--- src/rtl/exp_softmax_norm.sv ---
// Softmax normalisation stage: buffers one frame of exp values while summing
// them, then divides each stored value by the frame sum with a sequential
// restoring divider and emits Q0.OUT_W probabilities in arrival order.
module exp_softmax_norm #(
  parameter int DATA_W = 20,
  parameter int DEPTH  = 16,
  parameter int OUT_W  = 16,
  localparam int SUM_W = DATA_W + $clog2(DEPTH)
) (
  input  logic              clk,
  input  logic              rst,
  input  logic [DATA_W-1:0] iData,
  input  logic              iDataValid,
  input  logic              iLast,
  output logic              iReady,
  output logic [OUT_W-1:0]  oData,
  output logic              oDataValid,
  output logic              oLast,
  output logic              oBusy,
  output logic              oErr
);

  localparam int PTR_W = $clog2(DEPTH);
  localparam int CNT_W = PTR_W + 1;
  localparam int IT_W  = $clog2(OUT_W);

  typedef enum logic [2:0] {
    S_IDLE     = 3'd0,
    S_COLLECT  = 3'd1,
    S_DIV_LOAD = 3'd2,
    S_DIV_ITER = 3'd3,
    S_DIV_OUT  = 3'd4
  } state_t;

  state_t             state_q, state_d;
  logic [SUM_W-1:0]   sum_q, sum_d;
  logic [CNT_W-1:0]   wptr_q, wptr_d;
  logic [CNT_W-1:0]   cnt_q, cnt_d;
  logic [PTR_W-1:0]   rptr_q, rptr_d;
  logic [SUM_W-1:0]   rem_q, rem_d;
  logic [OUT_W-1:0]   quo_q, quo_d;
  logic [IT_W-1:0]    it_q, it_d;
  logic [OUT_W-1:0]   odata_q, odata_d;
  logic               ovalid_q, ovalid_d;
  logic               olast_q, olast_d;
  logic               err_q, err_d;

  logic [DATA_W-1:0]  mem_q [DEPTH];

  logic               ready_s;
  logic               accept_s;
  logic               drop_s;
  logic               full_s;
  logic [PTR_W-1:0]   wr_addr_s;
  logic [SUM_W-1:0]   data_ext_s;
  logic [SUM_W-1:0]   rd_ext_s;
  logic [SUM_W:0]     shifted_s;
  logic [SUM_W:0]     diff_s;

  assign ready_s    = (state_q == S_IDLE) || (state_q == S_COLLECT);
  assign accept_s   = iDataValid && ready_s;
  assign drop_s     = iDataValid && !ready_s;
  assign full_s     = (state_q == S_COLLECT) && (wptr_q == CNT_W'(DEPTH - 1));
  // A new frame always starts at slot 0, whatever the old write pointer was.
  assign wr_addr_s  = (state_q == S_IDLE) ? {PTR_W{1'b0}} : wptr_q[PTR_W-1:0];
  assign data_ext_s = {{(SUM_W-DATA_W){1'b0}}, iData};
  assign rd_ext_s   = {{(SUM_W-DATA_W){1'b0}}, mem_q[rptr_q]};
  // Remainder is kept below the sum, so one extra bit covers the doubled value.
  assign shifted_s  = {rem_q, 1'b0};
  assign diff_s     = shifted_s - {1'b0, sum_q};

  assign iReady     = ready_s;
  assign oData      = odata_q;
  assign oDataValid = ovalid_q;
  assign oLast      = olast_q;
  assign oBusy      = (state_q != S_IDLE);
  assign oErr       = err_q;

  // Frame buffer write; contents need no reset.
  always_ff @(posedge clk) begin
    if (accept_s) begin
      mem_q[wr_addr_s] <= iData;
    end
  end

  // State and datapath registers.
  always_ff @(posedge clk or posedge rst) begin
    if (rst) begin
      state_q  <= S_IDLE;
      sum_q    <= {SUM_W{1'b0}};
      wptr_q   <= {CNT_W{1'b0}};
      cnt_q    <= {CNT_W{1'b0}};
      rptr_q   <= {PTR_W{1'b0}};
      rem_q    <= {SUM_W{1'b0}};
      quo_q    <= {OUT_W{1'b0}};
      it_q     <= {IT_W{1'b0}};
      odata_q  <= {OUT_W{1'b0}};
      ovalid_q <= 1'b0;
      olast_q  <= 1'b0;
      err_q    <= 1'b0;
    end else begin
      state_q  <= state_d;
      sum_q    <= sum_d;
      wptr_q   <= wptr_d;
      cnt_q    <= cnt_d;
      rptr_q   <= rptr_d;
      rem_q    <= rem_d;
      quo_q    <= quo_d;
      it_q     <= it_d;
      odata_q  <= odata_d;
      ovalid_q <= ovalid_d;
      olast_q  <= olast_d;
      err_q    <= err_d;
    end
  end

  // Next-state, collection, division and output logic.
  always_comb begin
    state_d  = state_q;
    sum_d    = sum_q;
    wptr_d   = wptr_q;
    cnt_d    = cnt_q;
    rptr_d   = rptr_q;
    rem_d    = rem_q;
    quo_d    = quo_q;
    it_d     = it_q;
    odata_d  = odata_q;
    ovalid_d = 1'b0;
    olast_d  = 1'b0;
    err_d    = err_q;

    case (state_q)
      S_IDLE: begin
        if (accept_s) begin
          err_d  = 1'b0;
          sum_d  = data_ext_s;
          wptr_d = CNT_W'(1);
          if (iLast) begin
            cnt_d   = CNT_W'(1);
            rptr_d  = {PTR_W{1'b0}};
            state_d = S_DIV_LOAD;
          end else begin
            state_d = S_COLLECT;
          end
        end else begin
          state_d = S_IDLE;
        end
      end
      S_COLLECT: begin
        if (accept_s) begin
          sum_d  = sum_q + data_ext_s;
          wptr_d = wptr_q + CNT_W'(1);
          if (iLast || full_s) begin
            cnt_d   = wptr_q + CNT_W'(1);
            rptr_d  = {PTR_W{1'b0}};
            state_d = S_DIV_LOAD;
          end else begin
            state_d = S_COLLECT;
          end
          if (full_s && !iLast) begin
            err_d = 1'b1;
          end else begin
            err_d = err_q;
          end
        end else begin
          state_d = S_COLLECT;
        end
      end
      S_DIV_LOAD: begin
        // x <= sum, so x itself is the partial remainder after the integer
        // quotient bit; only the OUT_W fractional bits remain to be produced.
        rem_d   = rd_ext_s;
        quo_d   = {OUT_W{1'b0}};
        it_d    = IT_W'(OUT_W - 1);
        state_d = S_DIV_ITER;
      end
      S_DIV_ITER: begin
        if (shifted_s >= {1'b0, sum_q}) begin
          rem_d = diff_s[SUM_W-1:0];
          quo_d = {quo_q[OUT_W-2:0], 1'b1};
        end else begin
          rem_d = shifted_s[SUM_W-1:0];
          quo_d = {quo_q[OUT_W-2:0], 1'b0};
        end
        if (it_q == {IT_W{1'b0}}) begin
          state_d = S_DIV_OUT;
        end else begin
          it_d    = it_q - IT_W'(1);
          state_d = S_DIV_ITER;
        end
      end
      S_DIV_OUT: begin
        ovalid_d = 1'b1;
        olast_d  = (CNT_W'(rptr_q) == (cnt_q - CNT_W'(1)));
        if (sum_q == {SUM_W{1'b0}}) begin
          odata_d = {OUT_W{1'b0}};
          err_d   = 1'b1;
        end else if (rd_ext_s >= sum_q) begin
          odata_d = {OUT_W{1'b1}};
        end else begin
          odata_d = quo_q;
        end
        if (olast_d) begin
          state_d = S_IDLE;
        end else begin
          rptr_d  = rptr_q + PTR_W'(1);
          state_d = S_DIV_LOAD;
        end
      end
      default: begin
        state_d = S_IDLE;
      end
    endcase

    if (drop_s) begin
      err_d = 1'b1;
    end else begin
      err_d = err_d;
    end
  end

endmodule

--- config.mk ---
export PLATFORM = sky130hd
export DESIGN_NAME = exp_softmax_norm
export DESIGN_NICKNAME = d
export VERILOG_FILES = /design/src/rtl/exp_softmax_norm.sv
export SDC_FILE = /design/constraint.sdc
export NUM_CORES = 1
export LEC_CHECK = 0
export ABC_AREA = 0
export CELL_PAD_IN_SITES_DETAIL_PLACEMENT = 1
export CELL_PAD_IN_SITES_GLOBAL_PLACEMENT = 2
export CORE_MARGIN = 2
export CORE_UTILIZATION = 25
export CTS_CLUSTER_DIAMETER = 50
export DETAILED_ROUTE_END_ITERATION = 12
export GPL_TIMING_DRIVEN = 0
export PLACE_DENSITY_LB_ADDON = 0.1
export SYNTH_ARGS = -nofsm -noshare
export SYNTH_HDL_FRONTEND = slang
export SYNTH_SLANG_ARGS = --single-unit
--- constraint.sdc ---
create_clock -name clk -period 3.85 [get_ports clk]
set_input_delay 1.155 -clock clk [delete_from_list [all_inputs] [get_ports clk]]
set_output_delay 1.155 -clock clk [all_outputs]
set_load 0.01 [all_outputs]
==> qor.yml, run 1 <==
run_status:
  outcome: "finished with violations"
  violations: "setup timing"
floorplan:
  die_h_um: 285
  initial_core_util: 0.251
  core_area_um2: 78500
  rows: 103
  die_width_um: 285
  fp.dieArea_um2: 81200
  io_pins: 45
critical_path:
  end_kind: "flip-flop"
  crit_fanout: 5
  cp_slowest_stage_delay_ps: 600
  worstPathRequired_ps: 4320
  reg2reg_slack_ps: -40
  cp.arrival_ps: 4370
  crit_type: "reg -> reg"
  crit_chain: "buf_8 > buf_12 > buf_12 > buf_4 > mux4_2 > mux4_2 > ha_1 > a21o_1 > a21o_1 > a21o_1 > a21oi_2 > a31oi_2 > o31ai_4 > buf_6 > clkbuf_16 > nand2_1"
  cp.depth: 16
  cp-start-kind: "flip-flop"
  critical-path-top-delay-family: "multiplexers"
  path_buf_inv: 6
  cp_common_cell: "a21o_1"
  cp_slowest_cell: "mux4_2"
  rr_worst_depth: 16
global_route:
  grt_max_degree: 36
  grt_pass1_wl_mm: 94.7
  gr-usage-all-layers: 0.159
  antenna_found_initial: 5
  grt_pass1_vias: 13700
  grt_overflow: 0
yosys:
  ys_top_cells_by_area: "edfxtp_1 (49%), dfrtp_1 (13%), mux4_2 (11%), ha_1 (4.4%), nand2_1 (2.1%)"
  yosys_warnings: 0
  synth_top_area_frac: 0.487
  synth_largest_area_cell: "edfxtp_1"
  syn-num-nets: 1454
  synth-edff-count: 320
  synthCells: 1358
  ys_seq_elements: 424
  postSynthAreaPerCell_um2: 14.5
  syn_area_um2: 19700
  seq_area_frac_synth: 0.619
  ys.flop_type: "edfxtp_1"
  synthArstFlopShare: 0.245
  post_synth_num_cell_types: 76
clock_tree:
  cts_htree_levels: 3
  clk_latency_ps: 600
  cts_buffers: 68
  root_buffer: "clkbuf_16"
  cts_tree: "built"
  clock_sinks: 424
  clockBufferDepth: 3
  path_clk_slew_ps: 50
  cts.hold.buffers_added: 0
timing:
  finClkSkew_ps: 38.5
  final_max_slew_viol_count: 0
  rsz0062_at_grt: "true"
  period_minus_slack_ps: 3890
  worst_slack_ps: -44.3
  fmax_ghz: 0.257
  period_share: 1.01
  fin_hold_ws_ps: 506
  tightest_slew_ps: 1060
  hold_viol: 0
  relSlewSlack: 0.288
  setup_viol: 16
route:
  dr_total_vias: 12500
  drtIter0Drc: 715
  routedWlPerCell_um: 24.2
  avgViaCountPerCell: 4.78
  ant_nets: 0
  drcViolationCount: 0
  totalWireLength_mm: 63.6
  drtPass1Iterations: 5
placement:
  numPlacedInstances: 2467
  dp_hpwl_mm: 44.1
  gp_congestion: 0.740
  numPortBuffers: 44
power:
  leakage_nw: 8.83
  p_total_mw: 17.9
  max-vdd-ir-drop_v: 0.000278
  power.density_nw_per_um2: 722
min_path:
  hold_class: "reg -> reg"
  whs_path_depth: 2
finish:
  final_cells: 2624
  nets: 1619
  area_growth_syn_to_layout_pct: 25.6
  mostFrequentLayoutCells: "edfxtp_1 (320), nand2_1 (102), dfrtp_1 (102), mux4_2 (100), clkbuf_16 (71)"
  final_common_cell: "edfxtp_1"
  drive_above_1_share: 0.221
  finalCoreUtilization: 0.316
run:
  maxCapViolations: 0
[tightest hold or removal path, delay by kind of cell (launching register included)]
| kind | cells | cell delay [ps] |
|---|---|---|
| AND/OR/NAND/NOR | 1 | 80 |
| flip-flops | 1 | 340 |
| AO/OA/AOI/OAI | 1 | 40 |
[worst paths after layout]
kind	to	from
min reg2reg	oErr	oErr
max reg2reg	oData[6]	rptr_q[0]
max	oData[6]	rptr_q[0]
min	oErr	oErr
min in group asynchronous	oData[15]	rst
max in group asynchronous	sum_q[3]	rst
[synth_stat cells, types with 20 or more instances]
| master | n |
|---|---|
| mux2i_1 | 20 |
| a21oi_1 | 56 |
| nand3_1 | 31 |
| nand2_1 | 109 |
| o21ai_1 | 20 |
| nor2_1 | 65 |
| a22oi_1 | 42 |
| o21ai_0 | 43 |
| ha_1 | 70 |
| dfrtp_1 | 104 |
| xor2_1 | 20 |
| mux4_2 | 100 |
| inv_1 | 48 |
| a21o_1 | 22 |
| clkbuf_1 | 45 |
| edfxtp_1 | 320 |
[per-stage QoR]
stage	worst slack, ps	instance area (µm²)	setup TNS, ps
3_5_place_dp	-1790	21900	-168290
4_1_cts	-148	24700	-2160
5_1_grt	-194	24800	-2900
2_1_floorplan	28.6	19800	0
6_report	-44.3	24800	-348
3_3_place_gp	-3550	21500	-678190
[repair_timing]
item | 4_1_cts | 5_1_grt
gates cloned | 3 | 0
gates resized for setup | 96 | 20
endpoints found under the setup margin | 72 | 28
buffers inserted | 32 | 3
pin swaps | 12 | 6
endpoints found under the hold margin | 0 | 0
[registers in the layout, summed over array words and instances (netlist names)]
register    cells
quo_q          16
state_q         3
oErr            1
cnt_q           5
it_q            4
sum_q          24
oDataValid      1
rptr_q          4
oData          16
rem_q          24
mem_q         320
oLast           1
wptr_q          5
[power by group]
group | internal (mW) | switching, mW | leakage, nW | total (mW)
Sequential | 5.38 | 0.443 | 4.18 | 5.83
Clock | 3.63 | 2.32 | 1.07 | 5.94
Combinational | 2.36 | 3.74 | 3.59 | 6.11
[cell type report]
class	instances	area [µm²]
repair buffers	97	1020
inverters	49	193
fillers	8197	53700
well taps	1050	1310
clock inverters	37	368
plain buffers	61	487
clock buffers	82	1830
diodes	2	5.00
flip-flops and latches	424	12200
multi-input cells	822	7350
[layer usage]
metal,share of wire,track usage,vias to the layer above
met5,0.00069,0,-
met4,0.024,0.0476,6
met3,0.033,0.0274,101
met2,0.49,0.269,201
met1,0.45,0.208,6551
li1,-,-,5680
[kinds of logic after synthesis]
logic type	count (synthesis)	synth area share
DFF	424	0.619
xor gates and xnor gates	38	0.0169
muxes	120	0.124
adders and majority gates	72	0.0464
and+or+nand+nor	313	0.0757
buffers and inverters	113	0.0227
AOI/OAI and AO/OA	278	0.0948
Note: power is estimated with default switching activity, not from simulation.
==> run 2, diff against run 1 <==
--- a/config.mk
+++ b/config.mk
@@ -12,6 +12,7 @@
 export CORE_UTILIZATION = 25
 export CTS_CLUSTER_DIAMETER = 50
 export DETAILED_ROUTE_END_ITERATION = 12
+export DONT_BUFFER_PORTS = 1
 export GPL_TIMING_DRIVEN = 0
 export PLACE_DENSITY_LB_ADDON = 0.1
 export SYNTH_ARGS = -nofsm -noshare
==> qor.yml, run 2 (same netlist as run 1, synthesis figures left out) <==
run_status:
  outcome: "complete, no violations"
critical_path:
  end_kind: "flip-flop"
  reg2reg_from: "rptr_q[0]"
  r2r_end: "oData[15]"
  cp.arrival_ps: 4320
  reg2reg_slack_ps: 7
  rr_worst_depth: 16
  worstPathRequired_ps: 4330
  cp-start-kind: "flip-flop"
  crit_type: "reg -> reg"
  crit_fanout: 7
timing:
  period_share: 0.998
  rsz0062_at_grt: "true"
  fmax_ghz: 0.260
  final_max_slew_viol_count: 0
  hold_viol: 0
  period_minus_slack_ps: 3840
  relSlewSlack: 0.283
  finClkSkew_ps: 59.5
  tightest_slew_ps: 1070
  setup_viol: 0
route:
  routedWlPerCell_um: 24.6
  wl_met1_mm: 28.9
  dr.max_layer_used: "met4"
  wl_met3_mm: 1.94
  drtIter0Drc: 810
  ant_nets: 0
  drcViolationCount: 0
  dr_total_vias: 12400
  met2_length_mm: 31.8
  drtPass1Iterations: 5
  avgViaCountPerCell: 4.80
  totalWireLength_mm: 63.8
placement:
  numPortBuffers: 0
  gp_congestion: 0.733
  numPlacedInstances: 2427
  dp_hpwl_mm: 44.7
finish:
  fill_cells: 8182
  final_common_cell: "edfxtp_1"
  multiInputGateArea_um2: 7340
  finalCoreUtilization: 0.311
  regMostFlops: "mem_q"
  regArea_um2: 12200
  area_growth_syn_to_layout_pct: 23.9
  reg.largest.list: "mem_q: 320 flops, rem_q: 24 flops, sum_q: 24 flops"
  mostFrequentLayoutCells: "edfxtp_1 (320), dfrtp_1 (103), mux4_2 (100), nand2_1 (95), clkbuf_16 (70)"
  antenna_cells: 0
  final_cells: 2588
  largest_register_ffs: 320
  drive_above_1_share: 0.226
  nets: 1581
global_route:
  grt_overflow: 0
  antenna_found_initial: 5
  grt_pass1_wl_mm: 95.0
  grt_pass1_vias: 13700
  grt_max_degree: 35
  gr-usage-all-layers: 0.160
floorplan:
  die_width_um: 285
  rows: 103
  die_h_um: 285
  io_pins: 45
  initial_core_util: 0.251
  core_area_um2: 78500
  fp.dieArea_um2: 81200
power:
  power.density_nw_per_um2: 729
  leakage_nw: 8.67
  p_total_mw: 17.8
  max-vdd-ir-drop_v: 0.000303
clock_tree:
  cts_tree: "built"
  cts_buffers: 68
  clockBufferDepth: 3
  root_buffer: "clkbuf_16"
  cts_htree_levels: 3
  clock_sinks: 424
  clk_latency_ps: 610
  path_clk_slew_ps: 50
run:
  maxCapViolations: 0
min_path:
  hold_class: "in -> async"
==> run 2: critical path, cell delays in order, from the launching register on <==
cell and delay, ps:
dfrtp_1 390, buf_8 140, buf_12 150, buf_16 150, mux4_2 530, mux4_2 600
ha_4 260, a21o_1 160, a21o_1 150, a21o_1 150, a21o_1 160, a21oi_2 140
a31oi_2 130, o31ai_4 190, buf_6 170, clkbuf_16 160, nand2_2 40
==> run 2: what timing repair did <==
| action | CTS | global route |
|---|---|---|
| pin swaps | 14 | 5 |
| cloned | 2 | 0 |
| buffers inserted | 30 | 8 |
| resized for setup | 84 | 6 |
| hold buffers | 0 | 0 |
| endpoints found under the setup margin | 75 | 67 |
==> run 2: worst max path at each step <==
stage	startpoint	end	slack, ps	depth (start not counted)
4_1_cts	rptr_q[0]	oData[6]	-70	16
2_1_floorplan	iDataValid	mem_q[4][0]	30	7
3_5_place_dp	rptr_q[3]	oData[15]	-1850	13
5_1_grt	rptr_q[0]	oData[2]	-130	16
3_3_place_gp	state_q[2]	mem_q[4][9]	-2990	8
6_report	rptr_q[0]	oData[15]	7	16
==> run 2: metrics by stage <==
| step | cell area, µm² | setup WS [ps] | TNS (ps) | hold slack [ps] |
|---|---|---|---|---|
| after CTS | 24300 | -66.8 | -852 | 350 |
| after global placement | 21100 | -2990 | -510000 | 496 |
| after global routing | 24400 | -132 | -1900 | 363 |
| final | 24400 | 7.27 | 0 | 388 |
| after detailed placement | 21500 | -1850 | -40900 | 499 |
| after floorplan | 19800 | 28.6 | 0 | 440 |
==> run 2: final cells by class <==
| cell class | count | share of cell area |
|---|---|---|
| Clock inverter | 35 | 0.0164 |
| Clock buffer | 88 | 0.0752 |
| Timing Repair Buffer | 58 | 0.0269 |
| Sequential cell | 424 | 0.500 |
| Inverter | 49 | 0.00788 |
| Tap cell | 1050 | 0.0538 |
| Multi-Input combinational cell | 822 | 0.300 |
| Buffer | 62 | 0.0197 |
==> run 2: metal layers <==
| metal | up-vias | global-route usage |
|---|---|---|
| met5 | - | 0 |
| met4 | 0 | 0.0397 |
| met3 | 77 | 0.0221 |
| met2 | 190 | 0.272 |
| met1 | 6565 | 0.214 |
| li1 | 5599 | - |
==> run 2: where the power goes <==
part / leakage, nW / internal (mW) / switching (mW)
logic: 3.41 / 2.32 / 3.67
clock network: 1.07 / 3.64 / 2.35
registers: 4.18 / 5.38 / 0.448
total: 8.67 / 11.3 / 6.46
